==> config.mk <==
export PLATFORM = sky130hd
export DESIGN_NAME = prbs_popcount32
export DESIGN_NICKNAME = d
export VERILOG_FILES = /design/src/rtl/serdes_prbs_pkg.sv /design/src/rtl/prbs7_checker_popcount.sv
export SDC_FILE = /design/constraint.sdc
export NUM_CORES = 1
export LEC_CHECK = 0
export ABC_AREA = 1
export CAP_MARGIN = 30
export CORE_MARGIN = 2
export CORE_UTILIZATION = 43
export DETAILED_ROUTE_END_ITERATION = 8
export PLACE_DENSITY = 0.88
export SLEW_MARGIN = 20
export SYNTH_ARGS = -nofsm -noshare
export SYNTH_HDL_FRONTEND = slang
export SYNTH_SLANG_ARGS = --single-unit
==> constraint.sdc <==
create_clock -name clk -period 0.8 [get_ports clk]
set_clock_uncertainty 0.2 [all_clocks]
set_input_delay 0.24 -clock clk [delete_from_list [all_inputs] [get_ports clk]]
set_output_delay 0.24 -clock clk [all_outputs]
set_load 0.005 [all_outputs]
==> src/rtl/serdes_prbs_pkg.sv <==
// serdes_prbs_pkg: shared constants and types
// for the PRBS7 (x^7+x^6+1) link-test checker.
package serdes_prbs_pkg;

    localparam int DATA_W     = 32;
    localparam int PRBS_ORDER = 7;
    localparam int PRBS_TAP_A = 7;
    localparam int PRBS_TAP_B = 6;

    typedef enum logic {
        HUNT   = 1'b0,
        LOCKED = 1'b1
    } prbs_state_t;

    // Per-bit mismatch of a word against the recurrence,
    // using the 7 newest bits of the previous word.
    function automatic logic [DATA_W-1:0] prbs7_mismatch(
        input logic [DATA_W-1:0]     word,
        input logic [PRBS_ORDER-1:0] hist
    );
        logic [DATA_W+PRBS_ORDER-1:0] ext;
        logic [DATA_W-1:0]            mis;
        ext = {word, hist};
        for (int m = 0; m < DATA_W; m++) begin
            mis[m] = word[m]
                   ^ ext[m + PRBS_ORDER - PRBS_TAP_A]
                   ^ ext[m + PRBS_ORDER - PRBS_TAP_B];
        end
        return mis;
    endfunction

endpackage

==> src/rtl/prbs7_checker_popcount.sv <==
// prbs_popcount32: registered population count
// of a 32-bit mismatch vector (pipeline stage 2).
module prbs_popcount32
    import serdes_prbs_pkg::*;
(
    input  logic              clk,
    input  logic              rst_n,
    input  logic [DATA_W-1:0] din,
    output logic [5:0]        cnt
);

    logic [5:0] sum;

    // Adder chain over all bits.
    always_comb begin
        sum = '0;
        for (int i = 0; i < DATA_W; i++) begin
            sum = sum + {5'd0, din[i]};
        end
    end

    // Register the count.
    always_ff @(posedge clk or negedge rst_n) begin
        if (!rst_n) begin
            cnt <= '0;
        end else begin
            cnt <= sum;
        end
    end

endmodule

==> summary.txt <==
fmax: 0.2324 GHz
share of cells above drive strength 1: 37.59%
Mapped Cells: 97
most common cell after layout, fill and taps aside: inv_1
H-tree levels: 1
Syn Std Cell Area: 959.7 µm²
Multi-input gate area: 755.7 µm²
Routed Antenna Nets: 0
Critical Path Fanout Max: 2
critical path's top delay family: adder cells
Seq cells post-synth: 6
DPL Wire Length: 1.751 mm
crit path from: din[9]
slew of the pin with the lowest slew margin: 0.2637 ns
CTS root buf: clkbuf_4
min Tclk post-route: 4.303 ns
worst endpoint required time: 0.79 ns
Seq/Total Area, Yosys: 15.65%
Nets: 208
hold_buf cts: 0
routed vias/inst: 4.462
initial antenna violation count: 0
pin count of the biggest net entering global routing: 7
slowest CP cell: fa_1
IO Pins: 40
Biggest register: cnt
RSZ-0062 raised after global routing: true
top flop regs: cnt (6)
crit path cell chain: buf_2 > fa_1 > fa_2 > fa_1 > fa_2 > fa_1 > inv_2 > fa_1 > inv_2 > ha_4 > inv_2 > fa_2 > inv_2 > nand2_2 > nand2_1 > nand3_1 > nand2_1
clock sink count: 6
FF/Latch Area: 150.1 µm²
hold slack: 0.02435 ns
number of synthesis warnings: 0
Die Ht: 51.24 µm
Max-slew headroom: 82.37%
core area: 0.002170 mm²
Final Util: 66.03%
number of global-route vias before repair: 864
most frequent cells in the layout: 28 x inv_1, 18 x clkdlybuf4s50_1, 17 x fa_1, 17 x buf_2, 8 x inv_2
clk slew on worst S/H paths: 0.04 ns
crit path launch type: input port
max reg flops: 6
Iteration-0 DRC Markers: 9
Initial DRT Pass Iterations: 4
min-delay worst type: input port to async pin
deepest clock path buffer count: 2
Buf+Inv Stages, Crit Path: 5
syn_nets: 162
area of placed instances: 0.001425 mm²
Die Width: 51.24 µm
failing checks: negative setup slack
Slew Viols, Final: 0
CTS Buf Count: 3
Final Wtd Congestion: 0.7360
max incr delay on CP: 0.57 ns
die area: 0.002626 mm²
clock tree from TritonCTS: built
WL final: 2.051 mm
global-route wire length before repair: 3.594 mm
Ant. Diodes: 0
final setup vio count: 12
Critical Path AT: 4.30 ns
status: finished, violations left
grt ovf: 0
syn_area_per_cell: 9.894 µm²
fin area: 0.001433 mm²
dpl cells: 165
GRT Total Usage: 19.55%
wire per inst: 12.14 µm
Vias: 754
Setup crit end kind: flop
DRC: 0
max cap viols: 0
Setup Crit Path Kind: input port to flop
PortBufs: 39
Fill cells: 163
post-route worst setup slack: -3.503 ns
distinct cell type count after synthesis: 10
Final Hold Viols: 0
# rows: 17
Final period util: 537.9%
Starting Density: 44.23%
Area Growth Syn to Fin: 49.28%
final cell count without fillers: 169
-- cells by family (layout without fill, tap and decap cells) --
| family | count (synthesis) | after routing | share of synthesized area (%) |
|---|---|---|---|
| buf+inv | 37 | 81 | 14.47 |
| xor+xnor | 1 | 1 | 0.9128 |
| compound gates | 2 | 2 | 1.043 |
| flops | 6 | 6 | 15.64 |
| simple gates | 20 | 20 | 8.735 |
| fa+ha+maj | 31 | 31 | 59.19 |
-- worst max path at each step --
stage,to,slack [ns],depth (start not counted)
after global placement,cnt[4],-4.21,18
after detailed placement,cnt[4],-4.30,18
after global routing,cnt[4],-3.63,17
after CTS,cnt[4],-3.51,17
after floorplan,cnt[4],-3.57,17
final,cnt[4],-3.50,17
-- stage by stage --
step	worst slack, ns	setup TNS (ns)
global route	-3.633	-22.74
detailed placement	-4.299	-27.77
global placement	-4.211	-27.30
finish	-3.503	-21.94
CTS	-3.513	-22.12
floorplan	-3.571	-20.28
-- cell usage after synthesis --
library cell | instances | area share, %
nor2_1 | 2 | 0.78
xnor2_1 | 1 | 0.91
fa_1 | 24 | 50
inv_1 | 36 | 14
ha_1 | 7 | 9.1
inv_2 | 1 | 0.39
nand2_1 | 11 | 4.3
dfrtp_1 | 6 | 16
nand3_1 | 7 | 3.7
a21oi_1 | 2 | 1.0
-- layer usage --
layer	wire length, µm	track usage [%]	up-vias
li1	-	-	358
met2	1094	33.98	37
met1	722	21.47	353
met3	167	5.556	6
met4	67	10.53	0
met5	0	0	-
-- cell type report --
type                    instances  share of cell area, %
multi-input cells              54                  52.75
repair buffers                 41                  22.53
flip-flops and latches          6                  10.48
inverters                      37                  10.22
well taps                      28                  2.445
clock buffers                   3                  1.572
-- what timing repair did --
item | CTS | global route
setup endpoints to repair | 12 | 12
buffers inserted | 1 | 0
resized for setup | 94 | 6
pin swaps | 20 | 4
Power is left out: the tool's default activity adds up to more than one toggle a clock period on the data nets, which glitch-free logic cannot reach.
